===== src/rtl/acc_alu_unit.sv =====
// Accumulator + ALU datapath: ACC register, Z/C flags, valid/ready command port,
// single-cycle arithmetic/logic/shift ops and a bit-serial shift-add multiply.
module acc_alu_unit #(
  parameter int WIDTH     = 8,
  parameter int IMM_WIDTH = 4
) (
  input  logic                 clk,
  input  logic                 rst,
  input  logic                 in_valid,
  output logic                 in_ready,
  input  logic [3:0]           opcode,
  input  logic                 b_sel,
  input  logic [WIDTH-1:0]     mem_data,
  input  logic [IMM_WIDTH-1:0] imm,
  output logic                 out_valid,
  output logic [WIDTH-1:0]     acc,
  output logic                 zf,
  output logic                 cf,
  output logic                 busy
);

  localparam logic [0:0] ST_IDLE = 1'b0;
  localparam logic [0:0] ST_MUL  = 1'b1;

  localparam int CNT_W = $clog2(WIDTH + 1);

  localparam logic [3:0] OP_ADD = 4'h0;
  localparam logic [3:0] OP_SUB = 4'h1;
  localparam logic [3:0] OP_AND = 4'h2;
  localparam logic [3:0] OP_OR  = 4'h3;
  localparam logic [3:0] OP_XOR = 4'h4;
  localparam logic [3:0] OP_NOT = 4'h5;
  localparam logic [3:0] OP_ADC = 4'h6;
  localparam logic [3:0] OP_SBC = 4'h7;
  localparam logic [3:0] OP_SHL = 4'h8;
  localparam logic [3:0] OP_SHR = 4'h9;
  localparam logic [3:0] OP_ROL = 4'hA;
  localparam logic [3:0] OP_ROR = 4'hB;
  localparam logic [3:0] OP_MUL = 4'hC;
  localparam logic [3:0] OP_LDA = 4'hD;
  localparam logic [3:0] OP_CLR = 4'hE;
  localparam logic [3:0] OP_NOP = 4'hF;

  logic [0:0]         state_q,  state_d;
  logic [WIDTH-1:0]   acc_q,    acc_d;
  logic               zf_q,     zf_d;
  logic               cf_q,     cf_d;
  logic               ov_q,     ov_d;
  logic [CNT_W-1:0]   cnt_q,    cnt_d;
  logic [2*WIDTH-1:0] mcand_q,  mcand_d;
  logic [WIDTH-1:0]   mplier_q, mplier_d;
  logic [2*WIDTH-1:0] prod_q,   prod_d;

  logic [WIDTH-1:0]   b_operand;
  logic               carry_in;
  logic [WIDTH:0]     add_sum;
  logic [WIDTH:0]     sub_diff;
  logic [WIDTH-1:0]   alu_res;
  logic               alu_cf;
  logic [2*WIDTH-1:0] prod_step;

  assign b_operand = b_sel ? WIDTH'(imm) : mem_data;

  // ADC/SBC fold the old carry in; plain ADD/SUB share the same adders with carry_in=0.
  assign carry_in = ((opcode == OP_ADC) || (opcode == OP_SBC)) ? cf_q : 1'b0;
  assign add_sum  = {1'b0, acc_q} + {1'b0, b_operand} + {{WIDTH{1'b0}}, carry_in};
  assign sub_diff = {1'b0, acc_q} - {1'b0, b_operand} - {{WIDTH{1'b0}}, carry_in};

  always_comb begin
    alu_res = acc_q;
    alu_cf  = 1'b0;
    case (opcode)
      OP_ADD, OP_ADC: begin
        alu_res = add_sum[WIDTH-1:0];
        alu_cf  = add_sum[WIDTH];
      end
      OP_SUB, OP_SBC: begin
        alu_res = sub_diff[WIDTH-1:0];
        alu_cf  = sub_diff[WIDTH];
      end
      OP_AND: alu_res = acc_q & b_operand;
      OP_OR:  alu_res = acc_q | b_operand;
      OP_XOR: alu_res = acc_q ^ b_operand;
      OP_NOT: alu_res = ~acc_q;
      OP_SHL: begin
        alu_res = {acc_q[WIDTH-2:0], 1'b0};
        alu_cf  = acc_q[WIDTH-1];
      end
      OP_SHR: begin
        alu_res = {1'b0, acc_q[WIDTH-1:1]};
        alu_cf  = acc_q[0];
      end
      OP_ROL: begin
        alu_res = {acc_q[WIDTH-2:0], acc_q[WIDTH-1]};
        alu_cf  = acc_q[WIDTH-1];
      end
      OP_ROR: begin
        alu_res = {acc_q[0], acc_q[WIDTH-1:1]};
        alu_cf  = acc_q[0];
      end
      OP_LDA: alu_res = b_operand;
      OP_CLR: alu_res = '0;
      default: begin
        alu_res = acc_q;
        alu_cf  = cf_q;
      end
    endcase
  end

  // One multiplier bit per cycle, LSB first; the multiplicand walks left.
  assign prod_step = prod_q + (mplier_q[0] ? mcand_q : '0);

  always_comb begin
    state_d  = state_q;
    acc_d    = acc_q;
    zf_d     = zf_q;
    cf_d     = cf_q;
    ov_d     = 1'b0;
    cnt_d    = cnt_q;
    mcand_d  = mcand_q;
    mplier_d = mplier_q;
    prod_d   = prod_q;
    case (state_q)
      ST_IDLE: begin
        if (in_valid) begin
          if (opcode == OP_MUL) begin
            state_d  = ST_MUL;
            cnt_d    = CNT_W'(WIDTH);
            prod_d   = '0;
            mcand_d  = {{WIDTH{1'b0}}, acc_q};
            mplier_d = b_operand;
          end else if (opcode == OP_NOP) begin
            ov_d = 1'b1;
          end else begin
            acc_d = alu_res;
            cf_d  = alu_cf;
            zf_d  = (alu_res == '0);
            ov_d  = 1'b1;
          end
        end
      end
      ST_MUL: begin
        prod_d   = prod_step;
        mcand_d  = {mcand_q[2*WIDTH-2:0], 1'b0};
        mplier_d = {1'b0, mplier_q[WIDTH-1:1]};
        cnt_d    = cnt_q - CNT_W'(1);
        if (cnt_q == CNT_W'(1)) begin
          state_d = ST_IDLE;
          acc_d   = prod_step[WIDTH-1:0];
          cf_d    = |prod_step[2*WIDTH-1:WIDTH];
          zf_d    = (prod_step[WIDTH-1:0] == '0);
          ov_d    = 1'b1;
        end
      end
      default: state_d = ST_IDLE;
    endcase
  end

  always_ff @(posedge clk or negedge rst) begin
    if (!rst) begin
      state_q  <= ST_IDLE;
      acc_q    <= '0;
      zf_q     <= 1'b0;
      cf_q     <= 1'b0;
      ov_q     <= 1'b0;
      cnt_q    <= '0;
      mcand_q  <= '0;
      mplier_q <= '0;
      prod_q   <= '0;
    end else begin
      state_q  <= state_d;
      acc_q    <= acc_d;
      zf_q     <= zf_d;
      cf_q     <= cf_d;
      ov_q     <= ov_d;
      cnt_q    <= cnt_d;
      mcand_q  <= mcand_d;
      mplier_q <= mplier_d;
      prod_q   <= prod_d;
    end
  end

  assign in_ready  = (state_q == ST_IDLE);
  assign busy      = (state_q == ST_MUL);
  assign out_valid = ov_q;
  assign acc       = acc_q;
  assign zf        = zf_q;
  assign cf        = cf_q;

endmodule


===== config.mk =====
export PLATFORM = sky130hd
export DESIGN_NAME = acc_alu_unit
export DESIGN_NICKNAME = d
export VERILOG_FILES = /design/src/rtl/acc_alu_unit.sv
export SDC_FILE = /design/constraint.sdc
export NUM_CORES = 1
export LEC_CHECK = 0
export CAP_MARGIN = 40
export CORE_MARGIN = 2
export CORE_UTILIZATION = 60
export CTS_CLUSTER_SIZE = 40
export DETAILED_ROUTE_END_ITERATION = 8
export PLACE_DENSITY = 0.8
export SLEW_MARGIN = 20
export SYNTH_ARGS = -nofsm -noshare
export SYNTH_HDL_FRONTEND = slang
export SYNTH_SLANG_ARGS = --single-unit

===== constraint.sdc =====
create_clock -name clk -period 5.1 [get_ports clk]
set_input_delay 1.02 -clock clk [delete_from_list [all_inputs] [get_ports clk]]
set_output_delay 1.02 -clock clk [all_outputs]
set_load 0.005 [all_outputs]

==> results.py <==
metrics = {
    "global_routing": {
        "grt_antenna_before_repair": 0,
        "grt_max_degree": 75,
        "grt_usage": 0.321,
        "grt_pass1_wl_um": 22600,
        "overflow": 0,
        "vias_in_the_first_global_route": 4461,
    },
    "worst_hold_path": {
        "min_delay_src": "mplier_q[7]$_DFFE_PN0P_",
        "hp-class": "flip-flop to flip-flop",
    },
    "floorplanning": {
        "initial_utilization": 0.614,
        "fp.dieW_um": 95.2,
        "rows": 33,
        "io_pins": 33,
        "fp.dieArea_um2": 9070,
        "die_height_um": 95.2,
        "design.core.area_um2": 8130,
    },
    "final_layout": {
        "fill_cells": 699,
        "finalCoreUtilization": 0.677,
        "layout-drive-gt1-share": 0.0427,
        "diodes": 0,
        "mostFrequentLayoutCells": "sky130_fd_sc_hd__nand2_1 (94), sky130_fd_sc_hd__o21ai_0 (59), sky130_fd_sc_hd__dfrtp_1 (55)",
        "area_growth_syn_to_layout_pct": 10.3,
        "num-nets-final": 727,
        "stdcell_area_um2": 5500,
        "leading_cell_type_in_the_layout_fill_and_taps_excluded": "sky130_fd_sc_hd__nand2_1",
        "multiInputGateArea_um2": 3350,
        "seqCellArea_um2": 1400,
    },
    "timing": {
        "min_period_over_period": 0.872,
        "report.final.setup_viol": 0,
        "slew_headroom": 0.488,
        "hold-worst-slack_ns": 0.499,
        "final_max_slew_viol_count": 0,
        "worst_clock_skew_ns": 0.0170,
        "rsz0062_at_grt": "no",
        "fmaxAchievable_mhz": 225,
        "max_slew.worst_pin.slew_ns": 0.749,
        "final.min_clock_period_ns": 4.45,
        "setup-tns-final_ns": 0,
        "hold_viol": 0,
    },
    "clocking": {
        "cts.repair_timing.setup_buffer_count": 0,
        "cts_hold_buffers": 0,
        "clock-sinks": 56,
        "cts_buffers": 5,
        "clkTransAtPathRegs_ns": 0.12,
        "tritoncts": "yes",
        "ctsLongestPathBuffers": 2,
        "clk_latency_ns": 0.33,
        "ctsResizeCount": 0,
        "cts_max_level": 2,
        "library_cell_used_as_clock_root_buffer": "sky130_fd_sc_hd__clkbuf_8",
    },
    "detailed_routing": {
        "num_vias": 4807,
        "route.detailed.drc": 0,
        "first_pass_iters": 6,
        "wl_per_cell_um": 18.2,
        "finalWirelength_um": 13900,
        "detail-route-antenna-nets": 0,
        "detailedRoute.firstIterationViolations": 410,
        "via_count_normalized_by_instance_count": 6.32,
    },
    "outcome": {
        "run_status": "complete, no violations",
    },
    "critical_path": {
        "criticalPathCategory": "input port to flip-flop",
        "regToRegStartpoint": "mplier_q[0]$_DFFE_PN0P_",
        "timing.critical_path.from_type": "input port",
        "worstSetupStartpoint": "b_sel",
        "critical_path_required_ns": 5.38,
        "crit_fanout": 8,
        "worstPathArrival_ns": 4.73,
        "setup.worst_path.end_class": "flip-flop",
    },
    "power": {
        "share_seq_of_total_power": 0.312,
        "power.density_cell_area_nw_per_um2": 459,
        "clkPwrFrac": 0.101,
        "p_leak_nw": 2.48,
        "fin_total_pwr_mw": 2.52,
        "ir_worst_vdd_uv": 366,
        "power.switching_mw": 1.19,
        "swShare": 0.471,
        "internal-power_mw": 1.33,
        "power_frac_comb": 0.587,
    },
    "placement": {
        "place_hpwl_um": 10500,
        "port-buffer-count": 32,
        "globalplace.congestion": 1.02,
        "postPlaceCellArea_um2": 5410,
    },
    "flow_run": {
        "cap_violations": 0,
    },
    "yosys": {
        "postSynthCellCount": 635,
        "synth_enable_flop_cells": 0,
        "postSynth.asyncResetShare": 1.00,
        "ys_warn_count": 0,
        "yosysTopAreaCell": "sky130_fd_sc_hd__dfrtp_1",
        "post_synth_num_cell_types": 62,
        "synth-seq-area-share": 0.281,
        "yosys_register_bits": 56,
        "syn_area_per_cell_um2": 7.86,
        "yosys_most_used_dff": "sky130_fd_sc_hd__dfrtp_1",
        "yosys.area.top_type_share": 0.281,
        "synth_area_um2": 4990,
        "yosys-top-cells-area": "sky130_fd_sc_hd__dfrtp_1 (28%), sky130_fd_sc_hd__ha_1 (12%), sky130_fd_sc_hd__nand2_1 (7.1%)",
        "synth_nets": 707,
    },
}
stage by stage:
| stage | worst slack [ns] | cells |
|---|---|---|
| after floorplan | 0.759 | 635 |
| after global placement | 0.458 | 752 |
| after detailed placement | 0.392 | 753 |
| after CTS | 0.737 | 761 |
| after global routing | 0.487 | 761 |
| final | 0.651 | 761 |
final cells by class:
type | instances | share of cell area
Multi-Input combinational cell | 515 | 0.608
Clock inverter | 3 | 0.00409
Tap cell | 105 | 0.0239
Timing Repair Buffer | 45 | 0.0750
Clock buffer | 5 | 0.0125
Sequential cell | 56 | 0.255
Inverter | 32 | 0.0218
worst max-delay path: stages:
cell and delay (ns):
sky130_fd_sc_hd__clkdlybuf4s50_1 0.65, sky130_fd_sc_hd__mux2i_1 0.55, sky130_fd_sc_hd__ha_1 0.40, sky130_fd_sc_hd__ha_1 0.35, sky130_fd_sc_hd__o21ai_0 0.13, sky130_fd_sc_hd__a211oi_1 0.43
sky130_fd_sc_hd__xnor2_1 0.17, sky130_fd_sc_hd__nor2_1 0.05, sky130_fd_sc_hd__o32ai_1 0.45, sky130_fd_sc_hd__nor4b_1 0.34, sky130_fd_sc_hd__a31o_1 0.18
layer usage:
metal,part of all wire,track usage,vias to the layer above
met2,0.46,0.499,226
met4,0.018,0.0942,0
met3,0.075,0.0522,28
li1,-,-,2306
met1,0.44,0.462,2247
met5,0,0,-
state kept, by name (all words and copies together), names as in the netlist:
register / count
out_valid: 1
mcand_q: 16
prod_q: 16
cnt_q: 4
zf: 1
mplier_q: 8
busy: 1
cf: 1
acc: 8
power by group through the flow:
stage / clock network [mW] / registers [mW] / logic, mW
after global routing: 0.280 / 0.811 / 1.64
after global placement: 0 / 0.789 / 1.41
after detailed placement: 0 / 0.796 / 1.45
after floorplan: 0 / 0.733 / 1.05
final: 0.255 / 0.788 / 1.48
after CTS: 0.258 / 0.786 / 1.46
synthesized netlist by cell type, types with 2 or more instances:
cell type and n:
sky130_fd_sc_hd__o221ai_1 4, sky130_fd_sc_hd__fa_1 5, sky130_fd_sc_hd__o32ai_1 4, sky130_fd_sc_hd__buf_1 4, sky130_fd_sc_hd__ha_1 47, sky130_fd_sc_hd__o32a_1 2, sky130_fd_sc_hd__nor2b_1 10, sky130_fd_sc_hd__a2111oi_0 2
sky130_fd_sc_hd__o211ai_1 3, sky130_fd_sc_hd__a21o_1 9, sky130_fd_sc_hd__xor2_1 11, sky130_fd_sc_hd__nand4_1 4, sky130_fd_sc_hd__mux2i_1 8, sky130_fd_sc_hd__a32oi_1 3, sky130_fd_sc_hd__nor3b_1 2, sky130_fd_sc_hd__nor3_1 12
sky130_fd_sc_hd__o21bai_1 2, sky130_fd_sc_hd__o41ai_1 2, sky130_fd_sc_hd__a2bb2oi_1 3, sky130_fd_sc_hd__a221oi_1 2, sky130_fd_sc_hd__and2_1 18, sky130_fd_sc_hd__o31a_1 2, sky130_fd_sc_hd__inv_1 31, sky130_fd_sc_hd__nand2_1 94
sky130_fd_sc_hd__o21ai_0 59, sky130_fd_sc_hd__nand2b_1 10, sky130_fd_sc_hd__dfrtp_1 56, sky130_fd_sc_hd__a211oi_1 12, sky130_fd_sc_hd__clkbuf_1 24, sky130_fd_sc_hd__o221a_2 2, sky130_fd_sc_hd__o31ai_1 2, sky130_fd_sc_hd__o22ai_1 6
sky130_fd_sc_hd__a22oi_1 8, sky130_fd_sc_hd__nor2_1 50, sky130_fd_sc_hd__or2_2 2, sky130_fd_sc_hd__a31oi_1 5, sky130_fd_sc_hd__nand3b_1 2, sky130_fd_sc_hd__nand3_1 10, sky130_fd_sc_hd__a22o_1 8, sky130_fd_sc_hd__o21a_1 6
sky130_fd_sc_hd__a21oi_1 49, sky130_fd_sc_hd__buf_2 4, sky130_fd_sc_hd__or4_1 2, sky130_fd_sc_hd__xnor2_1 16
logic make-up (layout without fill, tap and decap cells):
logic type,Yosys count,in the layout,share of synthesized area
muxes,8,8,0.0160
and+or+nand+nor,222,222,0.204
buffers and inverters,64,85,0.0491
adders and majority gates,52,52,0.138
AOI/OAI and AO/OA,206,206,0.265
xor gates and xnor gates,27,27,0.0474
DFF,56,56,0.281
path summary, 6_finish.rpt:
path                            slack, ns                 endpoint  cells past startpoint
worst max-delay path                 0.65           zf$_DFFE_PN0P_                     11
worst min-delay path                 0.50  mplier_q[6]$_DFFE_PN0P_                      2
worst max register to register       1.60           cf$_DFFE_PN0P_                     11
worst min register to register       0.50  mplier_q[6]$_DFFE_PN0P_                      2
max in group asynchronous            3.75           busy$_DFF_PN0_                      2
min in group asynchronous            0.80   mcand_q[2]$_DFFE_PN0P_                      2
(Power assumes the default switching activity.)
